File: config.mk
export PLATFORM = sky130hd
export DESIGN_NAME = code_decoder_seq
export DESIGN_NICKNAME = d
export VERILOG_FILES = /design/src/rtl/code_decoder_seq.sv
export SDC_FILE = /design/constraint.sdc
export NUM_CORES = 1
export LEC_CHECK = 0
export CORE_ASPECT_RATIO = 1.4
export CORE_MARGIN = 2
export CORE_UTILIZATION = 25
export DETAILED_ROUTE_END_ITERATION = 8
export GPL_TIMING_DRIVEN = 1
export HOLD_SLACK_MARGIN = 0.15
export PLACE_DENSITY = 0.48
export SLEW_MARGIN = 0
export SYNTH_ARGS = -nofsm -noshare
export SYNTH_HDL_FRONTEND = slang
export SYNTH_SLANG_ARGS = --single-unit
File: constraint.sdc
create_clock -name clk -period 3.7 [get_ports clk]
set_clock_uncertainty 0.15 [all_clocks]
set_input_delay 0.74 -clock clk [delete_from_list [all_inputs] [get_ports clk]]
set_output_delay 0.74 -clock clk [all_outputs]
set_load 0.02 [all_outputs]
File: src/rtl/code_decoder_seq.sv
// Sequenced 3-to-8 decoder: buffers 3-bit codes in a FIFO and replays each one as a
// registered one-hot pattern held for HOLD cycles, followed by GAP idle cycles.
module code_decoder_seq #(
  parameter int HOLD  = 4,
  parameter int GAP   = 1,
  parameter int DEPTH = 4
) (
  input  logic                         clk,
  input  logic                         rst_n,
  input  logic                         clr,
  input  logic [2:0]                   in,
  input  logic                         in_valid,
  output logic                         in_ready,
  output logic [7:0]                   out,
  output logic                         out_valid,
  output logic [$clog2(DEPTH+1)-1:0]   level,
  output logic [1:0]                   dbg_state
);

  localparam int AW   = $clog2(DEPTH);
  localparam int LW   = $clog2(DEPTH+1);
  localparam int CMAX = (HOLD > GAP) ? HOLD : GAP;
  localparam int CW   = (CMAX > 1) ? $clog2(CMAX) : 1;

  typedef enum logic [1:0] {IDLE = 2'd0, DRIVE = 2'd1, SPACE = 2'd2} state_t;

  // Handshake: a code transfers on a rising edge where in_valid && in_ready && !clr.
  // in_ready depends on the stored count only, so a same-cycle pop never frees a slot.

  state_t        r_state;
  logic [CW-1:0] r_cnt;
  logic [2:0]    r_mem [DEPTH];
  logic [AW-1:0] r_wptr;
  logic [AW-1:0] r_rptr;
  logic [LW-1:0] r_count;
  logic [7:0]    r_out;
  logic          r_out_valid;

  logic          w_push;
  logic          w_pop;
  logic          w_has;
  logic [7:0]    w_head_oh;

  assign w_has     = (r_count != '0);
  assign in_ready  = (r_count < LW'(DEPTH));
  assign w_push    = in_valid && in_ready && !clr;
  assign w_head_oh = 8'd1 << r_mem[r_rptr];

  assign out       = r_out;
  assign out_valid = r_out_valid;
  assign level     = r_count;
  assign dbg_state = r_state;

  always_comb begin
    w_pop = 1'b0;
    case (r_state)
      IDLE:    w_pop = w_has;
      DRIVE:   w_pop = (r_cnt == '0) && (GAP == 0) && w_has;
      SPACE:   w_pop = (r_cnt == '0) && w_has;
      default: w_pop = 1'b0;
    endcase
    if (clr) w_pop = 1'b0;
  end

  always_ff @(posedge clk) begin
    if (w_push) r_mem[r_wptr] <= in;
  end

  always_ff @(posedge clk or negedge rst_n) begin
    if (!rst_n) begin
      r_wptr  <= '0;
      r_rptr  <= '0;
      r_count <= '0;
    end else if (clr) begin
      r_wptr  <= '0;
      r_rptr  <= '0;
      r_count <= '0;
    end else begin
      if (w_push) r_wptr <= r_wptr + AW'(1);
      if (w_pop)  r_rptr <= r_rptr + AW'(1);
      case ({w_push, w_pop})
        2'b10:   r_count <= r_count + LW'(1);
        2'b01:   r_count <= r_count - LW'(1);
        default: r_count <= r_count;
      endcase
    end
  end

  always_ff @(posedge clk or negedge rst_n) begin
    if (!rst_n) begin
      r_state     <= IDLE;
      r_cnt       <= '0;
      r_out       <= 8'h00;
      r_out_valid <= 1'b0;
    end else if (clr) begin
      r_state     <= IDLE;
      r_cnt       <= '0;
      r_out       <= 8'h00;
      r_out_valid <= 1'b0;
    end else begin
      case (r_state)
        IDLE: begin
          if (w_pop) begin
            r_out       <= w_head_oh;
            r_out_valid <= 1'b1;
            r_cnt       <= CW'(HOLD-1);
            r_state     <= DRIVE;
          end
        end
        DRIVE: begin
          if (r_cnt != '0) begin
            r_cnt <= r_cnt - CW'(1);
          end else if (GAP > 0) begin
            r_out       <= 8'h00;
            r_out_valid <= 1'b0;
            r_cnt       <= CW'(GAP-1);
            r_state     <= SPACE;
          end else if (w_pop) begin
            // Back-to-back reload keeps out_valid high with no zero cycle.
            r_out       <= w_head_oh;
            r_out_valid <= 1'b1;
            r_cnt       <= CW'(HOLD-1);
          end else begin
            r_out       <= 8'h00;
            r_out_valid <= 1'b0;
            r_state     <= IDLE;
          end
        end
        SPACE: begin
          if (r_cnt != '0) begin
            r_cnt <= r_cnt - CW'(1);
          end else if (w_pop) begin
            r_out       <= w_head_oh;
            r_out_valid <= 1'b1;
            r_cnt       <= CW'(HOLD-1);
            r_state     <= DRIVE;
          end else begin
            r_state <= IDLE;
          end
        end
        default: r_state <= IDLE;
      endcase
    end
  end

endmodule

Word level (Yosys, flattened, before mapping):

Memories as Yosys holds them, arrays and structs flattened.
Index checks and enable logic that the tools add are counted.

* $add $sub $neg: 5
* $lt $le $gt $ge: 1
* eq/ne operators: 7
* shifts and indexed selects: 1
* multiplexer cells: 31
* reductions and logical operators: 14

Operator list (number)
* 8-bit 2-to-1 mux: 4
* 2-bit 2-to-1 mux: 12
* 8-bit one-hot mux with 3 select lines: 1
* 2-bit one-hot mux with 3 select lines: 2
* 3-bit != test (second input constant): 3
* 1-bit 2-to-1 mux: 8
* 1-bit by 3-bit left shift with 8-bit output (first input constant): 1
* 3-bit one-hot mux with 2 select lines: 1
* 3-bit AND reduction: 2
* 2-bit nonzero test: 3
* 3-bit nonzero test: 2
* 2-bit by 1-bit adder with 2-bit output (second input constant): 2
* 2-bit by 1-bit equality test with 1-bit output (second input constant): 2
* 2-bit equality test (second input constant): 2
* 2-bit zero test: 2
* 4-bit nonzero test: 1
* 3-bit by 1-bit adder with 3-bit output (second input constant): 1
* 1-bit logical AND: 3
* 3-bit < comparator (second input constant): 1
* 3-bit 2-to-1 mux: 1
* 1-bit one-hot mux with 3 select lines: 1
* 3-bit by 1-bit subtractor with 3-bit output (second input constant): 1
* 1-bit one-hot mux with 2 select lines: 1
* 2-bit by 1-bit subtractor with 2-bit output (second input constant): 1
* 1-bit zero test: 1

* bits in registers: 20
* RAM bits: 12
* output and inout bits: 15
* memories: 1

Memories
* r_mem: depth 4, bits a word 3, read ports 1, clocked after Yosys merged registers in 0, write ports 1, RTL line 32 `logic [2:0] r_mem [DEPTH];`

Longest topological paths before layout:

Gate-level depths: netlist of run 1.

* word-level depth: 8
* mapped depth: 9
* depth with buffers taken out: 9

Worst setup path after synthesis of run 1:

No wires, ideal clock.

* kind: register to register
* from: register r_state[0], in the netlist dbg_state[0]
* to: register r_count[2], in the netlist level[2]
* library setup time: 0.082 ns
* arrival: 2.182 ns
* slack: 1.286 ns
* stages on the path, launching flop included: 10
* buffers on the path: 0
* period minus slack after synthesis: 2.414 ns
* cell sequence: dfrtp_1 -> inv_1 -> ha_1 -> nor3b_4 -> o21a_1 -> and3_1 -> fa_1 -> nor3_1 -> a21oi_1 -> a31oi_1

* word-level cells in the longest chain between the ends: 6

RTL lines
* start, declared: RTL line 30 `state_t r_state;`
* start signal, assigned: RTL line 91 `r_state <= IDLE;`
* start signal, assigned: RTL line 96 `r_state <= IDLE;`
* start signal, assigned: RTL line 107 `r_state <= DRIVE;`
* 2-bit equality test / 2-bit zero test (equally long branches): RTL line 56 `case (r_state)`
* 1-bit one-hot mux with 2 select lines *: RTL line 56
* 1-bit 2-to-1 mux *: RTL line 62 `if (clr) w_pop = 1'b0;`
* 2-bit by 1-bit equality test with 1-bit output / 2-bit equality test (equally long branches): RTL line 81 `case ({w_push, w_pop})`
* 3-bit one-hot mux with 2 select lines: RTL line 81
* 3-bit 2-to-1 mux: RTL line 74 `end else if (clr) begin`
* end signal, assigned: RTL line 82 `2'b10: r_count <= r_count + LW'(1);`
* end signal, assigned: RTL line 83 `2'b01: r_count <= r_count - LW'(1);`
* end signal, assigned: RTL line 84 `default: r_count <= r_count;`
* end, declared: RTL line 35 `logic [LW-1:0] r_count;`

Every way passes the cells marked *; elsewhere a longest branch is shown, timed or not.
A chain may end at the register's enable or synchronous reset.

Worst setup path in the final report of run 1:

* from: input port clr
* to: register r_count[2], in the netlist level[2]

* word-level cells in the longest chain between the ends: 5

RTL lines
* start, declared: RTL line 10 `input logic clr,`
* 1-bit zero test: RTL line 46 `assign w_push = in_valid && in_ready && !clr;`
* 1-bit logical AND: RTL line 46
* 2-bit by 1-bit equality test with 1-bit output / 2-bit equality test (equally long branches): RTL line 81
* 3-bit one-hot mux with 2 select lines: RTL line 81
* 3-bit 2-to-1 mux: RTL line 74

Parallel ways exist; a longest one is shown, timed or not.

==> results.yml, run 1 <==
logic_synthesis:
  yosys_warnings: 0
  avgSynthCellArea_um2: 12.2
  syn_nets: 156
  synth.top_cell.area_share_pct: 29.6
  synth_ff_type: "dfrtp_1"
  yosys-top-cells-area: "dfrtp_1 30%, edfxtp_1 21%, ha_1 6.7%, mux4_2 4.0%, nor2_1 2.4%"
  synth_area_um2: 1690
  async_reset_ff_share_pct: 62.5
  synth.distinct_cells: 47
  ys_seq_area_share_pct: 50.9
  yosys.area.top_type: "dfrtp_1"
  ys_seq_elements: 32
  synth_edf_count: 12
  syn_inst: 139
pwr:
  comb_power_share_pct: 47.7
  p_sw_uw: 635
  peakVddDrop_uv: 273
  switching_share_pct: 41.2
  cell_internal_pwr_uw: 905
  p_per_area_nw_per_um2: 751
  power.share.clock_pct: 17.8
  power.leakage_uw: 0.000813
  pwr-share-seq_pct: 34.6
cells_and_area:
  drive_above_1_share_pct: 12.9
  n_antenna_cell: 0
  area_delta_synth_final_pct: 21.4
  register_area_um2: 861
  stdcell_count: 237
  multiInputGateArea_um2: 763
  fillCellCount: 672
  final_common_cell: "clkdlybuf4s50_1"
  finalNetCount: 179
  layout.cells.most_common_list: "21 x clkdlybuf4s50_1, 20 x dfrtp_1, 12 x edfxtp_1"
placed_design:
  post-place-ws_ns: 0.790
  dp.cells: 229
  port_buffers: 21
  hpwl_mm: 2.51
  gp_congestion: 0.746
setup_path:
  crit_path_max_fanout: 13
  startpoint_type: "input pin"
  reg2reg_depth: 9
  required_ns: 3.76
  r2r_start: "dbg_state[0]$_DFFE_PN0P_"
  regToRegEndpoint: "level[2]$_DFFE_PN0P_"
  cp.arrival_ns: 2.67
  endpoint_kind: "flop"
  r2r_slack_ns: 1.16
  worstSetupPathType: "input pin to flop"
grt:
  grt_pass1_wl_mm: 5.56
  antenna_found_initial: 0
  grtUsageTotal_pct: 9.99
  grt_max_degree: 21
  grt_pass1_vias: 1167
  gr-total-overflow: 0
timing:
  setup_viol: 0
  rsz0062_at_grt: "false"
  worst_pin_slew_ns: 0.933
  slew_headroom_pct: 37.6
  setup_slack_ns: 1.09
  finalCritPeriodShare_pct: 70.5
  fmax_ghz: 0.383
  hold_violations: 0
  tns_ns: 0
  min_period_ns: 2.61
  fin_hold_ws_ns: 0.343
  drv_slew: 0
min_path:
  holdPathStages: 1
  holdPathEnd: "out[6]$_DFFE_PN0P_"
  hold_class: "flop to flop"
  hold_start: "out[6]$_DFFE_PN0P_"
floorplanning:
  rows: 35
  core_um2: 6570
  floorplan.initialDensity_pct: 25.8
  die_h_um: 101
  die_area_um2: 7450
  dieWidth_um: 73.5
  io_pins: 22
route:
  drtAntennaViolNets: 0
  drcViolationCount: 0
  vias: 1140
  routed_via_density: 4.81
  routed_wl_mm: 3.26
  wire_per_inst_um: 13.7
  drt_pass1_iterations: 4
  drt-initial-drc-count: 28
clock_tree:
  path_clk_slew_ns: 0.08
  cts_tree: "yes"
  postCtsHoldBufs: 0
  clkLatencyLatePin_ns: 0.29
  cts_setup_buffers: 0
  cts_buffer_depth: 2
  cts.htree.levels: 2
  cts_root_buf: "clkbuf_8"
  cts_buffers: 5
  clock_sinks: 32
  ctsResizeCount: 0
status:
  status: "finished clean"
flow_run:
  maxCapViolations: 0
-- flip-flops by register name, summed over array words and instances, names as in the netlist --
register,count
level,3
out,8
r_mem,12
r_cnt,2
r_wptr,2
dbg_state,2
out_valid,1
r_rptr,2
-- cells in the mapped netlist, drive strengths merged, types with 2 or more instances --
cell type  number
inv             7
a22o            2
a21oi           4
nor3            8
ha              9
dfrtp          20
o2bb2ai         2
or3             3
nor2           11
xnor2           3
a32o            4
buf             6
nand2           6
and2            6
mux4            3
o31ai           3
nand3           2
mux2i           2
o21ai           6
nand2b          2
edfxtp         12
-- routing by layer --
layer,vias to the layer above,track usage [%],part of all wire (%)
met3,7,2.99,4.5
met4,0,4.62,2.2
met2,24,17.4,52
li1,563,-,-
met5,-,0,0
met1,546,11.0,41
-- area by class of cell --
class,count,area share [%]
clock buffer,5,3.35
tap,74,4.51
multi-input combinational,94,37.2
timing repair buffer,22,10.6
inverter,7,1.28
clock inverter,3,1.16
sequential,32,41.9
-- kinds of logic after synthesis --
family                     count (synthesis)  share of synthesized area [%]
adders and majority gates                 10                           7.84
and+or+nand+nor                           44                           14.4
xor gates and xnor gates                   4                           2.07
muxes                                      6                           5.84
AOI/OAI and AO/OA                         30                           15.0
buffers and inverters                     13                           3.99
DFF                                       32                           50.9
-- per-stage QoR --
stage / area, µm² / utilization, % / total power, µW
global placement: 1960 / 29.8 / 1260
CTS: 2050 / 31.3 / 1560
global route: 2050 / 31.3 / 1670
detailed placement: 1960 / 29.8 / 1280
finish: 2050 / 31.3 / 1540
floorplan: 1690 / - / 1080
-- worst max-delay path, cell delays in order --
cell	delay (ns)
clkdlybuf4s50_1	0.73
inv_1	0.16
and3_1	0.18
fa_1	0.40
nor3_1	0.21
a21oi_1	0.10
a31oi_1	0.14
-- power by group through the flow --
stage / clock network (µW) / registers [µW] / logic (µW)
3_3_place_gp: 0 / 535 / 725
3_5_place_dp: 0 / 541 / 734
6_report: 274 / 533 / 734
5_1_grt: 306 / 548 / 817
2_1_floorplan: 0 / 571 / 510
4_1_cts: 287 / 535 / 739
-- worst max path at each step --
stage | endpoint | slack, ns | from | cells past startpoint
after floorplan | level[2]$_DFFE_PN0P_ | 1.29 | dbg_state[0]$_DFFE_PN0P_ | 9
after global placement | level[2]$_DFFE_PN0P_ | 0.89 | clr | 7
after detailed placement | level[2]$_DFFE_PN0P_ | 0.79 | clr | 7
after CTS | level[2]$_DFFE_PN0P_ | 1.10 | clr | 7
after global routing | level[2]$_DFFE_PN0P_ | 0.93 | clr | 7
final | level[2]$_DFFE_PN0P_ | 1.09 | clr | 7
Note: power is estimated with default switching activity, not from simulation.
==> inputs of run 2 (changes only) <==
==> constraint.sdc (replaced) <==
create_clock -name clk -period 2.5 [get_ports clk]
set_clock_uncertainty 0.15 [all_clocks]
set_input_delay 0.5 -clock clk [delete_from_list [all_inputs] [get_ports clk]]
set_output_delay 0.5 -clock clk [all_outputs]
set_load 0.02 [all_outputs]
==> results.yml, run 2 (synthesis gave the netlist of run 1 again) <==
grt:
  grt_pass1_wl_mm: 6.01
  antenna_found_initial: 0
  use_met2_pct: 18.5
  grtUsageTotal_pct: 10.7
  use_met1_pct: 11.1
  use_met3_pct: 2.99
  gr-total-overflow: 0
  grt_max_degree: 21
  grt_busiest_layer: "met2"
  grt_pass1_vias: 1332
placed_design:
  port_buffers: 21
  hpwl_mm: 2.79
  placed_area_um2: 2040
  post-place-ws_ns: -0.0266
  gp_congestion: 0.716
pwr:
  p_per_area_nw_per_um2: 1150
  p_sw_uw: 959
  power.share.clock_pct: 19.5
  pwr-share-seq_pct: 31.3
  power.leakage_uw: 0.000882
  cell_internal_pwr_uw: 1530
  peakVddDrop_uv: 484
  comb_power_share_pct: 49.2
  switching_share_pct: 38.5
cells_and_area:
  regMostFlops: "r_mem"
  postLayoutCoreUtil_pct: 33.0
  final_common_cell: "clkdlybuf4s50_1"
  design_area_um2: 2170
  largest_register_ffs: 12
  drive_above_1_share_pct: 20.1
  fillCellCount: 670
  layout.cells.most_common_list: "21 x clkdlybuf4s50_1, 20 x dfrtp_1, 12 x buf_4, 12 x edfxtp_1, 11 x nor2_1"
  area_delta_synth_final_pct: 28.0
  finalNetCount: 190
  n_antenna_cell: 0
clock_tree:
  cts_setup_buffers: 0
  cts_tree: "yes"
  postCtsHoldBufs: 0
  cts_buffers: 5
  path_clk_slew_ns: 0.07
  cts.htree.levels: 2
  cts_root_buf: "clkbuf_8"
  clkLatencyLatePin_ns: 0.28
  cts_buffer_depth: 2
  clock_sinks: 32
floorplanning:
  core_um2: 6570
  die_area_um2: 7450
  rows: 35
  die_h_um: 101
  floorplan.initialDensity_pct: 25.8
  dieWidth_um: 73.5
  io_pins: 22
setup_path:
  endpoint_kind: "flop"
  required_ns: 2.55
  critPathLaunch: "level[2]$_DFFE_PN0P_"
  worstSetupPathType: "flop to flop"
  crit_path_max_fanout: 6
  r2r_start: "level[2]$_DFFE_PN0P_"
  startpoint_type: "flop"
  cp.arrival_ns: 2.39
timing:
  rsz0062_at_grt: "false"
  setup_slack_ns: 0.162
  fin_hold_ws_ns: 0.345
  finalCritPeriodShare_pct: 93.5
  tns_ns: 0
  drv_slew: 0
  fmax_ghz: 0.428
  hold_violations: 0
  setup_viol: 0
  worst_pin_slew_ns: 0.464
  min_period_ns: 2.34
  slew_headroom_pct: 68.8
route:
  wire_per_inst_um: 14.5
  routed_wl_mm: 3.60
  routed_via_density: 4.88
  drt_pass1_iterations: 4
  vias: 1210
  drt-initial-drc-count: 25
  drcViolationCount: 0
  drtAntennaViolNets: 0
status:
  status: "finished clean"
flow_run:
  maxCapViolations: 0
min_path:
  hold_class: "flop to flop"
  hold_start: "out[7]$_DFFE_PN0P_"
## run 2: path summary, 6_finish.rpt
path / slack [ns] / endpoint / cells after the start
worst max-delay path: 0.16 / level[2]$_DFFE_PN0P_ / 7
worst min-delay path: 0.34 / out[7]$_DFFE_PN0P_ / 1
worst max register to register: 0.16 / level[2]$_DFFE_PN0P_ / 7
worst min register to register: 0.34 / out[7]$_DFFE_PN0P_ / 1
max in group asynchronous: 1.57 / r_wptr[0]$_DFFE_PN0P_ / 2
min in group asynchronous: 0.42 / out[0]$_DFFE_PN0P_ / 2
## run 2: stage by stage
step | total power (µW) | instances
after floorplan | 1600 | 139
after global placement | 1940 | 240
after detailed placement | 1990 | 240
after CTS | 2490 | 248
after global routing | 2660 | 248
final | 2490 | 248
## run 2: timing repair
action                                 CTS  global route
gates resized for setup                  0             4
setup endpoints to repair                0             1
endpoints found under the hold margin    0             0
## run 2: worst max-delay path: stages (launching register included)
cell and delay, ns:
dfrtp_1 0.45, or3_4 0.45, o21a_1 0.14, and3_1 0.18
fa_1 0.42, nor3_2 0.21, a21oi_1 0.10, a31oi_1 0.15
## run 2: cell type report
cell class / count / area [µm²] / area share (%)
multi-input combinational: 94 / 778 / 35.9
sequential: 32 / 861 / 39.7
timing repair buffer: 33 / 300 / 13.9
clock inverter: 2 / 35.0 / 1.62
clock buffer: 6 / 72.6 / 3.35
inverter: 7 / 26.3 / 1.21
tap: 74 / 92.6 / 4.27
## run 2: power groups by stage
stage | clock network [µW] | registers (µW) | logic (µW)
global route | 523 | 798 | 1340
global placement | 0 | 775 | 1160
finish | 486 | 778 | 1230
floorplan | 0 | 844 | 754
detailed placement | 0 | 787 | 1200
CTS | 503 | 776 | 1210
## run 2: layer usage
layer / wire length [µm] / part of all wire, % / up-vias
met5: 0 / 0 / -
met4: 90 / 2.5 / 0
met3: 136 / 3.8 / 6
met2: 1960 / 54 / 34
met1: 1420 / 39 / 589
li1: - / - / 581
